--- config.mk ---
export PLATFORM = sky130hd
export DESIGN_NAME = branch_resolve_unit
export DESIGN_NICKNAME = d
export VERILOG_FILES = /design/src/rtl/branch_pkg.sv /design/src/rtl/branch_cond_eval.sv /design/src/rtl/branch_resolve_unit.sv
export SDC_FILE = /design/constraint.sdc
export NUM_CORES = 1
export LEC_CHECK = 0
export CAP_MARGIN = 20
export CORE_ASPECT_RATIO = 0.8
export CORE_MARGIN = 2
export CORE_UTILIZATION = 50
export CTS_CLUSTER_DIAMETER = 40
export DETAILED_ROUTE_END_ITERATION = 16
export PLACE_DENSITY_LB_ADDON = 0.25
export SYNTH_ARGS = -nofsm -noshare
export SYNTH_HDL_FRONTEND = slang
export SYNTH_HIERARCHICAL = 1
export SYNTH_SLANG_ARGS = --single-unit
--- constraint.sdc ---
create_clock -name clock_i -period 2.8 [get_ports clock_i]
set_clock_uncertainty 0.15 [all_clocks]
set_input_delay 0.56 -clock clock_i [delete_from_list [all_inputs] [get_ports clock_i]]
set_output_delay 0.56 -clock clock_i [all_outputs]
set_load 0.05 [all_outputs]
--- src/rtl/branch_pkg.sv ---
// Shared definitions for the branch resolve unit: opcode fields, condition codes
// and the flush-handshake state encoding.
package branch_pkg;

  localparam int DIR_BIT  = 3;
  localparam int COND_MSB = 2;

  localparam logic [COND_MSB:0] COND_ALWAYS = 3'd0;
  localparam logic [COND_MSB:0] COND_NEZ    = 3'd1;
  localparam logic [COND_MSB:0] COND_EQZ    = 3'd2;
  localparam logic [COND_MSB:0] COND_OVF    = 3'd3;
  localparam logic [COND_MSB:0] COND_UNF    = 3'd4;
  localparam logic [COND_MSB:0] COND_NEG    = 3'd5;
  localparam logic [COND_MSB:0] COND_ABS    = 3'd6;
  localparam logic [COND_MSB:0] COND_NEVER  = 3'd7;

  typedef enum logic [1:0] {
    ST_IDLE  = 2'd0,
    ST_FLUSH = 2'd1,
    ST_HOLD  = 2'd2
  } state_t;

endpackage

--- src/rtl/branch_cond_eval.sv ---
// Combinational branch decision and target computation; PC-relative targets wrap
// silently modulo 2^DATA_W.
module branch_cond_eval
  import branch_pkg::*;
#(
  parameter int DATA_W = 16
) (
  input  logic [COND_MSB:0] cond,
  input  logic [DATA_W-1:0] sOperand,
  input  logic [1:0]        opStat,
  input  logic              dir,
  input  logic [DATA_W-1:0] pc,
  input  logic [DATA_W-1:0] pOperand,
  output logic              taken,
  output logic [DATA_W-1:0] target
);

  always_comb begin
    // NOTE: default every always_comb output first so no path can infer a latch.
    taken = 1'b0;
    case (cond)
      COND_ALWAYS: taken = 1'b1;
      COND_NEZ:    taken = (sOperand != '0);
      COND_EQZ:    taken = (sOperand == '0);
      COND_OVF:    taken = opStat[1];
      COND_UNF:    taken = opStat[0];
      COND_NEG:    taken = sOperand[DATA_W-1];
      COND_ABS:    taken = 1'b1;
      default:     taken = 1'b0;
    endcase
  end

  always_comb begin
    target = pOperand;
    if (cond != COND_ABS) begin
      target = dir ? (pc + pOperand) : (pc - pOperand);
    end
  end

endmodule

--- src/rtl/branch_resolve_unit.sv ---
// Branch resolve unit: accepts branch ops, registers taken targets, raises a flush
// held until acknowledged, then blocks new ops for a programmable shadow.
module branch_resolve_unit
  import branch_pkg::*;
#(
  parameter int DATA_W      = 16,
  parameter int OP_W        = 7,
  parameter int HOLD_CYCLES = 2,
  parameter int CNT_W       = 8
) (
  input  logic              clock_i,
  input  logic              reset_i,
  input  logic              valid_i,
  output logic              ready_o,
  input  logic [OP_W-1:0]   opCode_i,
  input  logic [DATA_W-1:0] pc_i,
  input  logic [DATA_W-1:0] pOperand_i,
  input  logic [DATA_W-1:0] sOperand_i,
  input  logic [1:0]        opStat_i,
  input  logic              flushAck_i,
  output logic              flushBack_o,
  output logic              shouldBranch_o,
  output logic              branchDirection_o,
  output logic [DATA_W-1:0] branchTarget_o,
  output logic [CNT_W-1:0]  takenCount_o
);

  localparam int HOLD_INIT = (HOLD_CYCLES > 0) ? HOLD_CYCLES - 1 : 0;
  localparam int HOLD_W    = (HOLD_CYCLES > 1) ? $clog2(HOLD_CYCLES) : 1;

  state_t              state_q, state_d;
  logic [HOLD_W-1:0]   hold_q;
  logic                accept;
  logic                taken;
  logic                fire;
  logic [DATA_W-1:0]   target;
  logic                unused_op_bits;

  // Opcode bits above the direction bit are reserved and deliberately ignored.
  assign unused_op_bits = ^opCode_i[OP_W-1:DIR_BIT+1];

  branch_cond_eval #(
    .DATA_W (DATA_W)
  ) u_cond_eval (
    .cond     (opCode_i[COND_MSB:0]),
    .sOperand (sOperand_i),
    .opStat   (opStat_i),
    .dir      (opCode_i[DIR_BIT]),
    .pc       (pc_i),
    .pOperand (pOperand_i),
    .taken    (taken),
    .target   (target)
  );

  assign accept = valid_i & ready_o;
  assign fire   = accept & taken;

  always_ff @(posedge clock_i or negedge reset_i) begin
    // NOTE: sequential state uses non-blocking assignments so every register
    // samples pre-edge values regardless of block ordering.
    if (!reset_i) state_q <= ST_IDLE;
    else          state_q <= state_d;
  end

  always_comb begin
    state_d = state_q;
    case (state_q)
      ST_IDLE:  if (fire) state_d = ST_FLUSH;
      ST_FLUSH: if (flushAck_i) state_d = (HOLD_CYCLES == 0) ? ST_IDLE : ST_HOLD;
      ST_HOLD:  if (hold_q == '0) state_d = ST_IDLE;
      default:  state_d = ST_IDLE;
    endcase
  end

  always_comb begin
    ready_o = (state_q == ST_IDLE);
  end

  always_ff @(posedge clock_i or negedge reset_i) begin
    if (!reset_i) begin
      hold_q <= '0;
    end else if (state_q == ST_FLUSH && flushAck_i) begin
      hold_q <= HOLD_W'(HOLD_INIT);
    end else if (state_q == ST_HOLD && hold_q != '0) begin
      hold_q <= hold_q - 1'b1;
    end
  end

  always_ff @(posedge clock_i or negedge reset_i) begin
    if (!reset_i) begin
      shouldBranch_o    <= 1'b0;
      flushBack_o       <= 1'b0;
      branchDirection_o <= 1'b0;
      branchTarget_o    <= '0;
      takenCount_o      <= '0;
    end else begin
      shouldBranch_o <= fire;
      if (fire) begin
        flushBack_o       <= 1'b1;
        branchDirection_o <= opCode_i[DIR_BIT];
        branchTarget_o    <= target;
        if (takenCount_o != '1) takenCount_o <= takenCount_o + 1'b1;
      end else if (state_q == ST_FLUSH && flushAck_i) begin
        flushBack_o <= 1'b0;
      end
    end
  end

endmodule

# Word level (Yosys, flattened, before mapping)
# Cells that the tools add are included.
# op_classes
addsub,4
n_mux,11
n_eq_ne,13
n_reduce_logical,11
n_bitwise,2
# op_table
cell,count
$mux 16,2
$add 16x16->16,1
$logic_not 16->1,1
$reduce_bool 16->1,1
$sub 16x16->16,1
$eq 3x3->1 const B,3
$add 8x1->8 const B,1
$ne 8x8->1 const B,1
$eq 3x2->1 const B,2
$mux 2,3
$pmux 1 s6,1
$pmux 2 s3,1
$mux 1,4
$ne 2x2->1 const B,2
$reduce_bool 2->1,2
$eq 3x1->1 const B,1
$logic_not 3->1,1
$ne 3x3->1 const B,1
$reduce_and 3->1,1
$and 1x1->1,2
$eq 2x1->1 const B,1
$eq 2x2->1 const B,1
$logic_and 1x1->1,2
$logic_not 2->1,1
4 further kinds,4
# totals
reg_bits,30
in_bits,61

# Logic depth before layout (Yosys ltp)
# depth
ltp_word,6
mapped_depth,15
mapped_depth_nobuf,15

# Cells and area by module
# Netlist, hierarchy kept.
# by_module_without_submodules
module,area_each_um2,instances,cells_each
branch_cond_eval,1367.6,1,194
branch_resolve_unit,1266.2,1,129

# Least setup slack after synthesis
# OpenSTA, ideal clock, no wires.
# synth_path
path_type,input-to-reg
start,in pOperand_i[4]
end,reg branchTarget_o[15]
t_required_ns,2.584
path_buffers,0
setup_slack_ns,-0.622
setup_time_ns,0.066
cell_stages,13
t_arrival_ns,3.205
path_cell_list,or3_4 -> nor4_1 -> a21oi_1 -> xor2_1 -> ha_1 -> a21o_1 -> a31o_2 -> a21oi_1 -> a21bo_2 -> and4_4 -> o32ai_2 -> nand2_1 -> nand2_1
# synth_between
elab_chain_len,3
elab_cells_between_ends,4
# synth_lines
item,line,rtl
start: declaration,branch_resolve_unit.sv:17,"input logic [DATA_W-1:0] pOperand_i,"
$sub 16x16->16 or $add 16x16->16 (tied branches),branch_cond_eval.sv:36,target = dir ? (pc + pOperand) : (pc - pOperand);
$mux 16 *,branch_cond_eval.sv:36,
$mux 16 *,branch_cond_eval.sv:35,if (cond != COND_ABS) begin
net target[15],branch_resolve_unit.sv:36,logic [DATA_W-1:0] target;
end signal: assignment,branch_resolve_unit.sv:101,branchTarget_o <= target;
end: declaration,branch_resolve_unit.sv:24,"output logic [DATA_W-1:0] branchTarget_o,"
# Mark *: on every way through the listed nets, which the timed path passes. The rest lies on a longest branch.
# A chain may end at the register's enable or synchronous reset.

# Worst setup path in the final report
# Ends and elaborated chain as after synthesis.

==> results.md <==
* Post-Synth Simple-Gate Area at 25.18%
* DIE AREA at roughly 6000 sq um
* Min cycle time layout at 3.503 ns
* Site Rows at 23
* Root buf cell: clkbuf_8
* Slew margin rel. at 64.15%
* FF-to-FF setup slack at ~0.86 ns
* Hold WC Path Type: reg -> reg
* Commonest non-fill, non-tap cell in the layout: buf_4
* Sequential fraction of the synthesis area at 28.50%
* Final nets at 581
* Fillers at between 150 and 200
* Status: finished, violations left
* Post-synth EDFFs at 0
* Cell Pwr Density at 732.5 nW/um^2
* Hold depth at 1
* Crit. End Element: register
* Syn nets at 406
* Post-Syn Area at 2634 sq um
* CP Max Fanout at 4
* RSZ-0062 raised after global routing: true
* Critical R2R Launch: takenCount_o[0]
* Diodes inserted at 0
* Max-Cap Viols at 0
* Largest family of logic cells by synthesized area: simple AND/OR/NAND/NOR gates
* Final WL at 12230 microns
* First-pass GRT wire length at 14660 microns
* Largest net degree at the start of global routing at 31
* Die W at 85.15 microns
* Async SR Flop Fraction at 100.0%
* Post-route clock period utilization at 125.1%
* Worst-Skew Late Latency at around 0.28 ns
* Global route overflow at 0
* Final setup viols at 10
* Flops & latches, synth at 30
* YS warnings at 6
* Fmax at 0.2854 GHz
* Failing checks: negative setup slack
* DR DRC count at 0
* Via count at 3622
* Adder-cell area share of the yosys netlist at 10.74%
* Worst Path Arrival at about 3.6 ns
* Max clock buf depth at 2
* Setup ws final at -0.7033 ns
* Final Util at 92.27%
* P&R area growth vs syn at 76.44%
* Worst hold start: flushBack_o
* Total global routing track utilization at roughly 32%
* Avg Vias per Cell at 6.468
* Initial Utilization at 52.30%
* Antenna viol nets, final at 0
* Worst path required time at about 2.9 ns
* Number of buffers created by CTS at 5
* Peak supply drop at 0.001077 V
* Worst Hold End: flushBack_o
* Most frequent cells in the layout: buf_4, nand2_1, clkdlybuf4s50_1, dfrtp_1, nor2_1
* RR Endpoint: takenCount_o[1]
* IO Pins at between 80 and 90
* Core box area at 5036 sq um
* Routed WL per cell at 21.85 microns
* Xor/xnor cell area share of the yosys netlist at around a tenth
* # port buffers at between 80 and 90
* Synth Area per Inst at 8.154 sq um
* CTS tree: done
* Worst R2R Path Depth at 4
* Worst-margin pin slew at 0.5361 ns
* H-tree Lvls at 2
* Clock slew at reported path FFs at 0.07 ns
* Gate Count Post-Synth at 323
* CTS sink count at 30
* Drt pass-1 iters at 7
* Setup Crit Path Kind: in -> reg
* Vias in the first global route at 3160
* Synth Area in Compound Gates at 20.67%
* Initial antenna violation count at 0
* Unique cell type count in the Yosys netlist at 53
* Die H at 68.92 microns
* Placer Congestion at between 0.9 and 1
* Design Power at 3.404 mW
* Final hold violations at 0
* Drt first-iter violations at 351
* Mux share of post-synthesis cell area at 2.565%
* Critical path startpoint category: primary input
* Main synth FF type: dfrtp_1
* DP HPWL at 6609 microns
* Share of cells above drive strength 1 at approximately a third
* Slew Limit Fails at 0
* Leak Pwr at 2.210 nW
-- timing repair --
action | CTS | global route
pin swaps | 58 | 51
endpoints found under the setup margin | 17 | 26
setup buffers | 13 | 8
resized for setup | 93 | 37
endpoints found under the hold margin | 0 | 0
hold buffers | 0 | 0
-- stage by stage --
step,hold slack (ns),instance area (sq um),setup WS [ns],instances,setup TNS (ns)
finish,0.3290,4647,-0.7033,560,-3.931
detailed placement,0.3108,4091,-1.113,534,-12.54
global placement,0.3093,4091,-0.9902,534,-11.86
global route,0.3563,4647,-0.8051,560,-5.007
CTS,0.3305,4472,-0.4743,554,-2.080
floorplan,0.1144,2660,-0.4539,323,-1.667
-- critical path: stages --
cell and delay (ns):
buf_6 0.09, or3_4 0.42, nor4_4 0.31, buf_4 0.21, a31oi_2 0.10, xor2_1 0.20
ha_1 0.41, a21oi_2 0.21, o21ai_2 0.08, a21oi_2 0.13, a21bo_4 0.27, and4_4 0.18
o32ai_2 0.24, nand2_1 0.09, nand2_1 0.08
-- flip-flops by register name, indices dropped and copies added (netlist names) --
name	cells
branchDirection_o	1
branchTarget_o	16
flushBack_o	1
hold_q	1
shouldBranch_o	1
state_q	2
takenCount_o	8
-- cell usage after synthesis (all sizes together), types with 2 or more instances --
master,count,area [sq um]
nor2,25,93.84
o21bai,3,22.52
nor4,5,31.28
nand2,72,272.8
nand4,5,31.28
xor2,16,140.1
nand3,2,10.01
a21oi,24,120.1
a31o,2,26.28
a31oi,6,37.54
a211oi,5,37.54
a21o,12,90.09
xnor2,12,105.1
and3,2,12.51
a41oi,2,17.52
buf,5,26.27
nor3,6,40.04
o21ai,18,90.09
and3b,2,17.52
and4,2,20.02
a221o,2,20.02
ha,21,262.8
nand2b,4,25.02
mux2,6,67.56
dfrtp,30,750.7
and2,2,12.51
inv,10,37.54
nor2b,2,12.51
clkbuf,3,11.26
-- area by class of cell --
cell class | instances | area (sq um) | share of cell area [%]
sequential | 30 | 750.7 | 16.16
timing repair buffer | 176 | 1563 | 33.63
multi-input combinational | 274 | 2136 | 45.96
inverter | 11 | 43.79 | 0.9424
clock buffer | 7 | 76.32 | 1.642
tap | 62 | 77.57 | 1.669
-- worst max path at each step --
stage          slack (ns)     startpoint            endpoint  cells after the start
2_1_floorplan       -0.45  pOperand_i[4]  branchTarget_o[14]                     13
4_1_cts             -0.47  pOperand_i[5]  branchTarget_o[15]                     14
3_3_place_gp        -0.99  pOperand_i[4]  branchTarget_o[14]                     14
3_5_place_dp        -1.11  pOperand_i[0]  branchTarget_o[15]                     16
5_1_grt             -0.81  pOperand_i[4]  branchTarget_o[14]                     16
6_report            -0.70  pOperand_i[4]  branchTarget_o[15]                     15
-- cells by family (layout without fill, tap and decap cells) --
kind of cell / Yosys count / after routing
buffers and inverters: 19 / 194
muxes: 6 / 6
AOI/OAI and AO/OA: 83 / 83
adders and majority gates: 22 / 22
and+or+nand+nor: 135 / 135
xor gates and xnor gates: 28 / 28
DFF: 30 / 30
-- report_power, final --
| part | leakage (nW) | switching [mW] | internal, mW | total, mW |
|---|---|---|---|---|
| logic | 1.80 | 1.37 | 0.871 | 2.24 |
| registers | 0.371 | 0.208 | 0.621 | 0.829 |
| clock network | 0.0383 | 0.163 | 0.171 | 0.334 |
| total | 2.21 | 1.74 | 1.66 | 3.40 |
-- routing by layer --
layer / vias to the layer above / wire, microns / track usage, %
met2: 336 / 5708 / 61.52
met1: 1665 / 4114 / 35.98
li1: 1494 / - / -
met3: 127 / 1380 / 6.905
met5: - / 0 / 0
met4: 0 / 1030 / 10.71
Note: power is estimated with default switching activity, not from simulation.
